===== src/rtl/conv_pkg.sv =====
// ---------------------------------------------------------------------------
// conv_pkg
// Shared types and constants for the convolution output path.
//   out_entry_t        : one finished output word {data, x, y, ch}, sized by
//                        the default data/coordinate widths below.
//   RESULT_PIPE_DEPTH  : depth of the controller's result pipeline; words
//                        already in flight when `ready` drops still arrive.
//   AF_MARGIN_DEF      : default almost_full margin (pipeline depth + 1).
// ---------------------------------------------------------------------------
package conv_pkg;

    localparam int DATA_WIDTH_DEF    = 32;
    localparam int COORD_WIDTH_DEF   = 32;
    localparam int DEPTH_DEF         = 16;
    localparam int RESULT_PIPE_DEPTH = 5;
    localparam int AF_MARGIN_DEF     = RESULT_PIPE_DEPTH + 1;

    typedef struct packed {
        logic [DATA_WIDTH_DEF-1:0]  data;
        logic [COORD_WIDTH_DEF-1:0] x;
        logic [COORD_WIDTH_DEF-1:0] y;
        logic [COORD_WIDTH_DEF-1:0] ch;
    } out_entry_t;

endpackage


===== src/rtl/conv_output_buffer_if.sv =====
// ---------------------------------------------------------------------------
// conv_output_buffer_if
// Bundles the capture side (from the convolution controller) and the
// valid/ready consumer side of conv_output_buffer.
//   in_valid/in_data/in_x/in_y/in_ch : finished word from the controller
//   out_valid/out_ready              : consumer handshake
//   out_data/out_x/out_y/out_ch      : head entry
//   almost_full, overflow, level     : status back to the controller
// Optional (CONV_OUTPUT_BUFFER_STATS_EN): stall_cycles, words_out, peak_level.
// Modports: master = environment (controller + consumer), slave = buffer.
// ---------------------------------------------------------------------------
interface conv_output_buffer_if
    import conv_pkg::*;
#(
    parameter int DATA_WIDTH  = DATA_WIDTH_DEF,
    parameter int COORD_WIDTH = COORD_WIDTH_DEF,
    parameter int DEPTH       = DEPTH_DEF
) ();

    localparam int LW = $clog2(DEPTH) + 1;

    logic                   in_valid;
    logic [DATA_WIDTH-1:0]  in_data;
    logic [COORD_WIDTH-1:0] in_x;
    logic [COORD_WIDTH-1:0] in_y;
    logic [COORD_WIDTH-1:0] in_ch;

    logic                   out_valid;
    logic                   out_ready;
    logic [DATA_WIDTH-1:0]  out_data;
    logic [COORD_WIDTH-1:0] out_x;
    logic [COORD_WIDTH-1:0] out_y;
    logic [COORD_WIDTH-1:0] out_ch;

    logic                   almost_full;
    logic                   overflow;
    logic [LW-1:0]          level;

`ifdef CONV_OUTPUT_BUFFER_STATS_EN
    logic [31:0]            stall_cycles;
    logic [31:0]            words_out;
    logic [LW-1:0]          peak_level;
`endif

    modport master (
        output in_valid, in_data, in_x, in_y, in_ch, out_ready,
        input  out_valid, out_data, out_x, out_y, out_ch,
        input  almost_full, overflow, level
`ifdef CONV_OUTPUT_BUFFER_STATS_EN
        , input stall_cycles, words_out, peak_level
`endif
    );

    modport slave (
        input  in_valid, in_data, in_x, in_y, in_ch, out_ready,
        output out_valid, out_data, out_x, out_y, out_ch,
        output almost_full, overflow, level
`ifdef CONV_OUTPUT_BUFFER_STATS_EN
        , output stall_cycles, words_out, peak_level
`endif
    );

endinterface


===== src/rtl/conv_out_fifo_mem.sv =====
// ---------------------------------------------------------------------------
// conv_out_fifo_mem
// DEPTH x out_entry_t storage for the output buffer.
//   clk        : write clock
//   wr_en_i    : write strobe
//   wr_addr_i  : write slot
//   wr_entry_i : word to store
//   rd_addr_i  : read slot (combinational read)
//   rd_entry_o : contents of rd_addr_i
// ---------------------------------------------------------------------------
module conv_out_fifo_mem
    import conv_pkg::*;
#(
    parameter int DEPTH = DEPTH_DEF,
    localparam int AW   = $clog2(DEPTH)
) (
    input  logic            clk,
    input  logic            wr_en_i,
    input  logic [AW-1:0]   wr_addr_i,
    input  out_entry_t      wr_entry_i,
    input  logic [AW-1:0]   rd_addr_i,
    output out_entry_t      rd_entry_o
);

    // NOTE: storage has no reset; the pointers define which slots are valid,
    // so clearing the array would only cost flops and reset fan-out.
    out_entry_t mem_q [DEPTH];

    // NOTE: sequential state is written with non-blocking assignments so every
    // register samples its inputs as they were before the edge.
    always_ff @(posedge clk) begin
        if (wr_en_i) begin
            mem_q[wr_addr_i] <= wr_entry_i;
        end
    end

    assign rd_entry_o = mem_q[rd_addr_i];

endmodule


===== src/rtl/conv_output_buffer.sv =====
// ---------------------------------------------------------------------------
// conv_output_buffer
// Captures finished convolution output words into a FIFO and presents them
// to a consumer through a registered show-ahead valid/ready port.
//   clk        : clock
//   arst_n_in  : asynchronous reset, active low; discards all contents
//   bus        : conv_output_buffer_if.slave (capture input, consumer output,
//                almost_full / overflow / level status)
// Optional statistics counters are built when CONV_OUTPUT_BUFFER_STATS_EN is
// defined (stall_cycles, words_out, peak_level on the interface).
// ---------------------------------------------------------------------------
module conv_output_buffer
    import conv_pkg::*;
#(
    parameter int DATA_WIDTH  = DATA_WIDTH_DEF,
    parameter int COORD_WIDTH = COORD_WIDTH_DEF,
    parameter int DEPTH       = DEPTH_DEF,
    parameter int AF_MARGIN   = AF_MARGIN_DEF
) (
    input  logic                  clk,
    input  logic                  arst_n_in,
    conv_output_buffer_if.slave   bus
);

    localparam int AW = $clog2(DEPTH);
    localparam int PW = AW + 1;

    logic [PW-1:0] wr_ptr_q, wr_ptr_d;
    logic [PW-1:0] rd_ptr_q, rd_ptr_d;
    logic [PW-1:0] level_q, level_d;
    logic          out_valid_q, out_valid_d;
    out_entry_t    out_q, out_d;
    logic          almost_full_q, almost_full_d;
    logic          overflow_q, overflow_d;

    logic          full;
    logic          push;
    logic          pop;
    out_entry_t    wr_entry;
    out_entry_t    head_entry;

    conv_out_fifo_mem #(
        .DEPTH (DEPTH)
    ) u_mem (
        .clk        (clk),
        .wr_en_i    (push),
        .wr_addr_i  (wr_ptr_q[AW-1:0]),
        .wr_entry_i (wr_entry),
        .rd_addr_i  (rd_ptr_d[AW-1:0]),
        .rd_entry_o (head_entry)
    );

    // NOTE: every signal driven here gets a value on every path (defaults or
    // full if/else), so no latches are inferred.
    always_comb begin
        wr_entry = '{data: bus.in_data, x: bus.in_x, y: bus.in_y, ch: bus.in_ch};

        // Full: same slot index, opposite wrap bit.
        full = ((wr_ptr_q ^ rd_ptr_q) == {1'b1, {AW{1'b0}}});
        pop  = out_valid_q && bus.out_ready;
        // A pop in the same cycle frees the slot the push needs.
        push = bus.in_valid && (!full || pop);

        wr_ptr_d = wr_ptr_q + PW'(push);
        rd_ptr_d = rd_ptr_q + PW'(pop);
        level_d  = wr_ptr_d - rd_ptr_d;

        // Only entries written at earlier edges may be loaded into the head
        // register, so a word is never presented in the cycle it is written.
        out_valid_d = (wr_ptr_q != rd_ptr_d);
        out_d       = out_valid_d ? head_entry : out_q;

        almost_full_d = (32'(level_d) + 32'(AF_MARGIN)) >= 32'(DEPTH);
        overflow_d    = overflow_q || (bus.in_valid && full && !pop);
    end

    always_ff @(posedge clk or negedge arst_n_in) begin
        if (!arst_n_in) begin
            wr_ptr_q      <= '0;
            rd_ptr_q      <= '0;
            level_q       <= '0;
            out_valid_q   <= 1'b0;
            out_q         <= '0;
            almost_full_q <= 1'b0;
            overflow_q    <= 1'b0;
        end else begin
            wr_ptr_q      <= wr_ptr_d;
            rd_ptr_q      <= rd_ptr_d;
            level_q       <= level_d;
            out_valid_q   <= out_valid_d;
            out_q         <= out_d;
            almost_full_q <= almost_full_d;
            overflow_q    <= overflow_d;
        end
    end

    assign bus.out_valid   = out_valid_q;
    assign bus.out_data    = out_q.data;
    assign bus.out_x       = out_q.x;
    assign bus.out_y       = out_q.y;
    assign bus.out_ch      = out_q.ch;
    assign bus.almost_full = almost_full_q;
    assign bus.overflow    = overflow_q;
    assign bus.level       = level_q;

`ifdef CONV_OUTPUT_BUFFER_STATS_EN
    logic [31:0]   stall_cycles_q, stall_cycles_d;
    logic [31:0]   words_out_q, words_out_d;
    logic [PW-1:0] peak_level_q, peak_level_d;

    // Counters saturate rather than wrap so a long run never reads as short.
    always_comb begin
        stall_cycles_d = stall_cycles_q;
        words_out_d    = words_out_q;
        peak_level_d   = peak_level_q;
        if (out_valid_q && !bus.out_ready && (stall_cycles_q != '1)) begin
            stall_cycles_d = stall_cycles_q + 32'd1;
        end
        if (pop && (words_out_q != '1)) begin
            words_out_d = words_out_q + 32'd1;
        end
        if (level_d > peak_level_q) begin
            peak_level_d = level_d;
        end
    end

    always_ff @(posedge clk or negedge arst_n_in) begin
        if (!arst_n_in) begin
            stall_cycles_q <= '0;
            words_out_q    <= '0;
            peak_level_q   <= '0;
        end else begin
            stall_cycles_q <= stall_cycles_d;
            words_out_q    <= words_out_d;
            peak_level_q   <= peak_level_d;
        end
    end

    assign bus.stall_cycles = stall_cycles_q;
    assign bus.words_out    = words_out_q;
    assign bus.peak_level   = peak_level_q;
`endif

endmodule


===== src/flat_wrapper.sv =====
// flat-port wrapper written by rule: the top's interface ports become plain ports
module conv_output_buffer_flat import conv_pkg::*;
#(
    parameter int DATA_WIDTH  = DATA_WIDTH_DEF,
    parameter int COORD_WIDTH = COORD_WIDTH_DEF,
    parameter int DEPTH       = DEPTH_DEF,
    parameter int AF_MARGIN   = AF_MARGIN_DEF
)
  (clk, arst_n_in, bus_in_valid, bus_in_data, bus_in_x, bus_in_y, bus_in_ch, bus_out_ready, bus_out_valid, bus_out_data, bus_out_x, bus_out_y, bus_out_ch, bus_almost_full, bus_overflow, bus_level);
  conv_output_buffer_if #(.DATA_WIDTH(DATA_WIDTH), .COORD_WIDTH(COORD_WIDTH), .DEPTH(DEPTH)) bus_i ();
  input  logic clk;
  input  logic arst_n_in;
  input wire logic [$bits(bus_i.in_valid)-1:0] bus_in_valid;
  input wire logic [$bits(bus_i.in_data)-1:0] bus_in_data;
  input wire logic [$bits(bus_i.in_x)-1:0] bus_in_x;
  input wire logic [$bits(bus_i.in_y)-1:0] bus_in_y;
  input wire logic [$bits(bus_i.in_ch)-1:0] bus_in_ch;
  input wire logic [$bits(bus_i.out_ready)-1:0] bus_out_ready;
  output wire logic [$bits(bus_i.out_valid)-1:0] bus_out_valid;
  output wire logic [$bits(bus_i.out_data)-1:0] bus_out_data;
  output wire logic [$bits(bus_i.out_x)-1:0] bus_out_x;
  output wire logic [$bits(bus_i.out_y)-1:0] bus_out_y;
  output wire logic [$bits(bus_i.out_ch)-1:0] bus_out_ch;
  output wire logic [$bits(bus_i.almost_full)-1:0] bus_almost_full;
  output wire logic [$bits(bus_i.overflow)-1:0] bus_overflow;
  output wire logic [$bits(bus_i.level)-1:0] bus_level;
  assign bus_i.in_valid = bus_in_valid;
  assign bus_i.in_data = bus_in_data;
  assign bus_i.in_x = bus_in_x;
  assign bus_i.in_y = bus_in_y;
  assign bus_i.in_ch = bus_in_ch;
  assign bus_i.out_ready = bus_out_ready;
  assign bus_out_valid = bus_i.out_valid;
  assign bus_out_data = bus_i.out_data;
  assign bus_out_x = bus_i.out_x;
  assign bus_out_y = bus_i.out_y;
  assign bus_out_ch = bus_i.out_ch;
  assign bus_almost_full = bus_i.almost_full;
  assign bus_overflow = bus_i.overflow;
  assign bus_level = bus_i.level;
  conv_output_buffer #(.DATA_WIDTH(DATA_WIDTH), .COORD_WIDTH(COORD_WIDTH), .DEPTH(DEPTH), .AF_MARGIN(AF_MARGIN)) u_core (.clk(clk), .arst_n_in(arst_n_in), .bus(bus_i));
endmodule

===== config.mk =====
export PLATFORM = sky130hd
export DESIGN_NAME = conv_output_buffer_flat
export DESIGN_NICKNAME = d
export VERILOG_FILES = /design/src/rtl/conv_pkg.sv /design/src/rtl/conv_output_buffer_if.sv /design/src/rtl/conv_out_fifo_mem.sv /design/src/rtl/conv_output_buffer.sv /design/src/flat_wrapper.sv
export SDC_FILE = /design/constraint.sdc
export NUM_CORES = 2
export LEC_CHECK = 0
export CAP_MARGIN = 0
export CORE_UTILIZATION = 31
export CTS_BUF_LIST = sky130_fd_sc_hd__clkbuf_16
export DETAILED_ROUTE_END_ITERATION = 16
export DONT_BUFFER_PORTS = 1
export GPL_TIMING_DRIVEN = 0
export HOLD_SLACK_MARGIN = 0.08
export PLACE_DENSITY = 0.52
export SETUP_SLACK_MARGIN = 0.15
export SLEW_MARGIN = 20
export SYNTH_ARGS = -nofsm -noshare
export SYNTH_HDL_FRONTEND = slang
export SYNTH_SLANG_ARGS = --single-unit

===== constraint.sdc =====
create_clock -name clk -period 19.6 [get_ports clk]
set_input_delay 5.88 -clock clk [delete_from_list [all_inputs] [get_ports clk]]
set_output_delay 5.88 -clock clk [all_outputs]
set_load 0.01 [all_outputs]

== Word level (Yosys, flattened, before mapping) ==
Memories as Yosys holds them, arrays and structs flattened. A register that Yosys moved wholly into a read port is not among the register bits.
Index checks and enable logic that the tools add are counted.

* Bitwise logic cells: 1
* $add $sub $neg: 4
* Order comparisons: 1
* Mux-type cells: 2
* Equal/unequal tests: 2
* Reductions and logical operators: 9

{| class="wikitable"
|+ Operators by type and width
! cell !! count
|-
| >= comparator 32 x 5 -> 1 bit, second input constant || 1
|-
| adder 5 x 1 -> 5 bit || 2
|-
| adder 5 x 3 -> 6 bit, second input constant || 1
|-
| equality test 5 bit, second input constant || 1
|-
| != test 5 bit || 1
|-
| subtractor 5 bit || 1
|-
| XOR 5 bit || 1
|-
| logical AND 1 bit || 4
|-
| logical NOT 1 bit || 3
|-
| logical OR 1 bit || 2
|-
| two-way mux 1 bit || 2
|}

* Memories kept: 1
* RAM bits: 2048
* Register bits: 18
* Logic and storage cells: 26
* Input bits: 132
* Output and inout port bits: 136

{| class="wikitable"
|+ Memory list
! name !! words !! width !! read ports !! clocked after memory_dff !! wr ports !! RTL line !! source
|-
| u_core.u_mem.mem_q || 16 || 128 || 1 || 1 || 1 || conv_out_fifo_mem.sv:27 || <nowiki>out_entry_t mem_q [DEPTH];</nowiki>
|}

== Depth between registers and ports, before layout ==
* Depth in word-level cells: 9
* Gate-level depth with buffers: 14
* Mapped depth without buffers: 13

== Cells and area by module ==
Synthesis repeated with hierarchy kept, for this count alone.

* Cell total of the unflattened synthesis: 3581
* Area total of the unflattened synthesis: 82739.4 µm²

{| class="wikitable"
|+ By module, submodules not included
! module !! area an instance (µm²) !! seq. area each (µm²) !! cells each !! times used
|-
| conv_out_fifo_mem || 76882.5 || 61499.0 || 3229 || 1
|-
| conv_output_buffer || 5856.9 || 3653.5 || 352 || 1
|}

== Worst setup path before layout ==
OpenSTA, ideal clock, no wires.

* Kind: input to register
* Start: input port bus_out_ready
* End: memory u_core.u_mem.mem_q[0][0] (netlist bit), enable pin
* Data required time: 18.671 ns
* Stages on the path: 5
* Buffers on the path: 1
* Setup time: 0.929 ns
* Path slack: 0.198 ns
* Arrival time: 18.474 ns
* Cell sequence: and2_1 o31a_1 nand2b_1 clkbuf_1 nor4_1

* Longest elaborated chain between the ends: 5

{| class="wikitable"
|+ Ends and longest elaborated chain
! item !! RTL line !! source
|-
| start: declaration || flat_wrapper.sv:18 || <nowiki>input wire logic [$bits(bus_i.out_ready)-1:0] bus_out_ready;</nowiki>
|-
| logical AND 1 bit || conv_output_buffer.sv:60 || <nowiki>pop = out_valid_q && bus.out_ready;</nowiki>
|-
| logical OR 1 bit || conv_output_buffer.sv:62 || <nowiki>push = bus.in_valid && (!full || pop);</nowiki>
|-
| logical AND 1 bit || conv_output_buffer.sv:62 ||
|-
| two-way mux 1 bit || conv_out_fifo_mem.sv:32 || <nowiki>if (wr_en_i) begin</nowiki>
|-
| two-way mux 1 bit (implied by the code) || conv_out_fifo_mem.sv:33 || <nowiki>mem_q[wr_addr_i] <= wr_entry_i;</nowiki>
|-
| end: declaration || conv_out_fifo_mem.sv:27 ||
|}

No other way between the ends.

== Worst setup path after layout ==
* Start: input port bus_out_ready
* End: register u_core.almost_full_q, in the netlist u_core.bus.almost_full

* Elaborated cells on any way between the ends: 8
* Classes of those cells: 4 x add/sub; 1 x order compare; 3 x reduce/logical

{| class="wikitable"
|+ RTL lines
! item !! RTL line !! source
|-
| logical AND 1 bit || conv_output_buffer.sv:60 ||
|-
| adder 5 x 1 -> 5 bit || conv_output_buffer.sv:65 || <nowiki>rd_ptr_d = rd_ptr_q + PW'(pop);</nowiki>
|-
| via u_core.rd_ptr_d[1] || conv_output_buffer.sv:29 || <nowiki>logic [PW-1:0] rd_ptr_q, rd_ptr_d;</nowiki>
|-
| subtractor 5 bit || conv_output_buffer.sv:66 || <nowiki>level_d = wr_ptr_d - rd_ptr_d;</nowiki>
|-
| via u_core.level_d[4] || conv_output_buffer.sv:30 || <nowiki>logic [PW-1:0] level_q, level_d;</nowiki>
|-
| adder 5 x 3 -> 6 bit || conv_output_buffer.sv:73 || <nowiki>almost_full_d = (32'(level_d) + 32'(AF_MARGIN)) >= 32'(DEPTH);</nowiki>
|-
| >= comparator 32 x 5 -> 1 bit || conv_output_buffer.sv:73 ||
|-
| via u_core.almost_full_d || conv_output_buffer.sv:33 || <nowiki>logic almost_full_q, almost_full_d;</nowiki>
|-
| end signal: assignment || conv_output_buffer.sv:92 || <nowiki>almost_full_q <= almost_full_d;</nowiki>
|-
| end: declaration || conv_output_buffer.sv:33 ||
|}

The timed path passes the listed nets, and every way through them passes these cells.

==> key figures <==
STA
  – Tcrit/Tclk final: between 40% and 50%
  – Post-Route Skew: 0.0564 ns
  – Unrepaired setup endpoints after global routing: false
  – Fin Hold WS: 0.532 ns
  – Worst rel slew slack: 24.2%
  – # setup viols final: 0
  – Actual slew at the worst max-slew pin: 1.14 ns
  – Fmax: approximately 110 MHz
  – Fin crit period: ~9.4 ns
  – Final Hold Viols: 0
  – Worst setup margin: 10.17 ns
  – Slew Viols, Final: 0
  – Setup TNS: 0 ns

Floorplanning
  – Core Area: between 0.2 and 0.3 mm2
  – Die height: 521 um
  – Num ports: 268
  – Die ar.: about 0.27 mm2
  – Initial Utilization: 31.1%
  – Die width: 521 um
  – FP Rows: 190

CTS
  – CTS Buf Count: 226
  – Max Root-Sink Buffers: 4
  – Worst-Skew Late Latency: 0.88 ns
  – CTS Hold Bufs: 0
  – CTS Root Cell: clkbuf_16
  – CTS clock-pin slew for the worst setup and hold paths: 0.06 ns
  – Number of gates resized after CTS: 0
  – Setup bufs post-CTS: 0
  – CTS sink cnt: 2194
  – CTS tree: done
  – Max H-tree Level: 4

Worst hold path
  – Hold Path Class: reg2reg

Drt
  – Total Wirelength: 215000 um
  – Routed Antenna Nets: 0
  – Total number of vias: 37340
  – DRC Markers: 0
  – Pre-Repair DR Iteration Count: 5
  – Routed wire per std cell: 27.8 um
  – Vias per cell: approximately 4.8
  – DR iter-0 viols: ~2900

Pwr
  – Total power: 16600 uW
  – VDD IR max: 0.139 mV
  – Pleak: approximately 0.033 uW
  – Pwr/cell area: 169 mW/mm2

Setup path
  – Buf/Inv on CP: 4
  – Critical path cell sequence: and2_1, ha_1, ha_1, buf_2, buf_2, clkbuf_1, inv_1, fa_1, a21o_1, a21oi_1, xnor2_1, xnor2_1, nand2b_1
  – CP startpoint kind: input port
  – Crit end category: flip-flop
  – Max incr delay on CP: 0.81 ns
  – Largest fanout on the critical path: 10
  – CP Launch Point: bus_out_ready
  – R2R depth: 13
  – CP max-delay cell: clkbuf_1
  – Critical Setup Path Class: in2reg
  – Reg-to-Reg End: u_core.bus.almost_full
  – R2r setup slk: between 10 and 15 ns
  – Arrival @ worst endpoint: 10.25 ns
  – Critical Path Stages: 13
  – Worst path top cell family by delay: buffers and inverters
  – CP endpoint: u_core.bus.almost_full
  – Required @ worst endpoint: 20.42 ns
  – Crit Reg-Reg Startpoint: u_core.bus.out_valid

Yosys
  – Top cell type by total area after synthesis: edfxtp_1
  – Number of flops mapped to enable cells by yosys: 2048
  – Main area contributors after synthesis: edfxtp_1 74%, mux4_2 14%, mux2i_1 4.6%, dfrtp_1 4.4%, mux2_2 1.6%
  – Yosys top cell area share: 73.7%
  – Syn. warnings: 0
  – Top-count cell post-synth: edfxtp_1
  – Library cells used by synthesis: 30
  – Ys async rst share: 6.65%
  – Flops & latches, synth: 2194
  – Syn Inst Count: 3472
  – Synthesized area: 0.0834 mm2
  – Post-Syn Nets: between 3000 and 4000
  – Prevailing post-synth register cell: edfxtp_1
  – Syn avg cell area: 24.0 um2
  – Seq/Total Area, Yosys: 78.1%
  – Top cells by count, synth: 2048 x edfxtp_1, 512 x mux4_2, 384 x mux2i_1, 146 x dfrtp_1, 119 x mux2_2

Place
  – HPWL after DPL: 145000 um
  – Number of buffers added on ports: 0
  – Routability Congestion: between 0.6 and 0.7
  – Place WS: roughly 9.2 ns

Global routing
  – Met1 usage: between 10% and 20%
  – Pin count of the biggest net entering global routing: 147
  – Initial antenna violation count: 5
  – M2 GR Usage: 26.1%
  – Top Usage Layer GRT: met2
  – Vias in the first global route: 40043
  – Met3 GRT Util: 5.29%
  – First-pass GRT wire length: approximately 310000 um
  – Total track usage: between 15 and 20%
  – Total gr overflow: 0

Flow run
  – Max Cap Violations: 0

Finish
  – Final #Nets: 4144
  – Layout cells sized above 1: between 30% and 40%
  – Area grow syn2layout: 17.6%
  – Filler Cells Inserted: between 20000 and 25000

Status
  – Status: finished clean
==> cell families (layout without fill, tap and decap cells) <==
logic type      after synthesis  count (layout)  share of synthesized area [%]
xor+xnor                     20              20                          0.219
flops                      2194            2194                           78.1
fa+ha+maj                    10              10                          0.159
mux                        1024            1024                           20.2
buf+inv                     182             892                           1.08
compound gates                7               7                         0.0525
simple gates                 35              35                          0.207
other cells                   0               6                              0
==> registers in the layout, summed over array words and instances, names as in the netlist <==
| name | cells |
|---|---|
| u_core.u_mem.mem_q | 2048 |
| u_core.wr_ptr_q | 5 |
| u_core.bus.out_x | 32 |
| u_core.bus.out_valid | 1 |
| u_core.bus.out_data | 32 |
| u_core.bus.out_y | 32 |
| u_core.bus.almost_full | 1 |
| u_core.bus.overflow | 1 |
| u_core.bus.level | 5 |
| u_core.bus.out_ch | 32 |
| u_core.rd_ptr_q | 5 |
==> cell type report <==
type | instances | area (um2) | area share (%)
timing repair buffer | 302 | 3170 | 3.23
multi-input combinational | 1096 | 17500 | 17.8
clock buffer | 229 | 5730 | 5.84
antenna | 6 | 15.0 | 0.0153
sequential | 2194 | 65200 | 66.4
clock inverter | 179 | 1210 | 1.23
tap | 3552 | 4440 | 4.53
buffer | 174 | 876 | 0.893
inverter | 8 | 30.0 | 0.0306
==> through the flow <==
stage                     utilization (%)  area [um2]  std cells
final                                36.6       98100       7740
after global routing                 36.6       98100       7735
after CTS                            36.6       98100       7734
after detailed placement             34.0       91200       7326
after global placement               32.8       87900       7024
after floorplan                         -       83400       3472
==> how the worst min path moves through the flow <==
stage	cells past startpoint	from	end
4_1_cts	1	u_core.bus.overflow	u_core.bus.overflow
3_3_place_gp	1	u_core.bus.overflow	u_core.bus.overflow
3_5_place_dp	1	u_core.bus.overflow	u_core.bus.overflow
5_1_grt	1	u_core.wr_ptr_q[4]	u_core.wr_ptr_q[4]
6_report	1	u_core.bus.overflow	u_core.bus.overflow
2_1_floorplan	1	u_core.bus.overflow	u_core.bus.overflow
==> layout by cell type, fill, tap and decap left out, types with 10 or more instances in the layout <==
| cell type | netlist | layout |
|---|---|---|
| edfxtp_1 | 2048 | 2048 |
| mux4_2 | 512 | 512 |
| mux2i_1 | 384 | 384 |
| clkbuf_16 | 0 | 229 |
| buf_4 | 2 | 160 |
| buf_2 | 105 | 153 |
| dfrtp_1 | 146 | 146 |
| mux2_2 | 119 | 119 |
| inv_1 | 6 | 81 |
| clkbuf_1 | 56 | 55 |
| buf_6 | 11 | 52 |
| clkinv_1 | 0 | 42 |
| buf_12 | 0 | 31 |
| clkinv_2 | 0 | 28 |
| buf_16 | 0 | 24 |
| bufinv_16 | 0 | 13 |
| xnor2_1 | 10 | 10 |
==> report_power, final <==
part           leakage (uW)  switching, uW  internal, uW
logic               0.00873           3470          2980
clock network       0.00366           1790          2280
registers            0.0202            334          5770
total                0.0326           5600         11000
==> layer usage <==
layer	routed length, um	vias up
met5	0	-
met4	4500	0
met3	17800	266
met2	105000	855
met1	87500	20429
li1	-	15790
No activity file was read; power rests on OpenSTA's default activity.
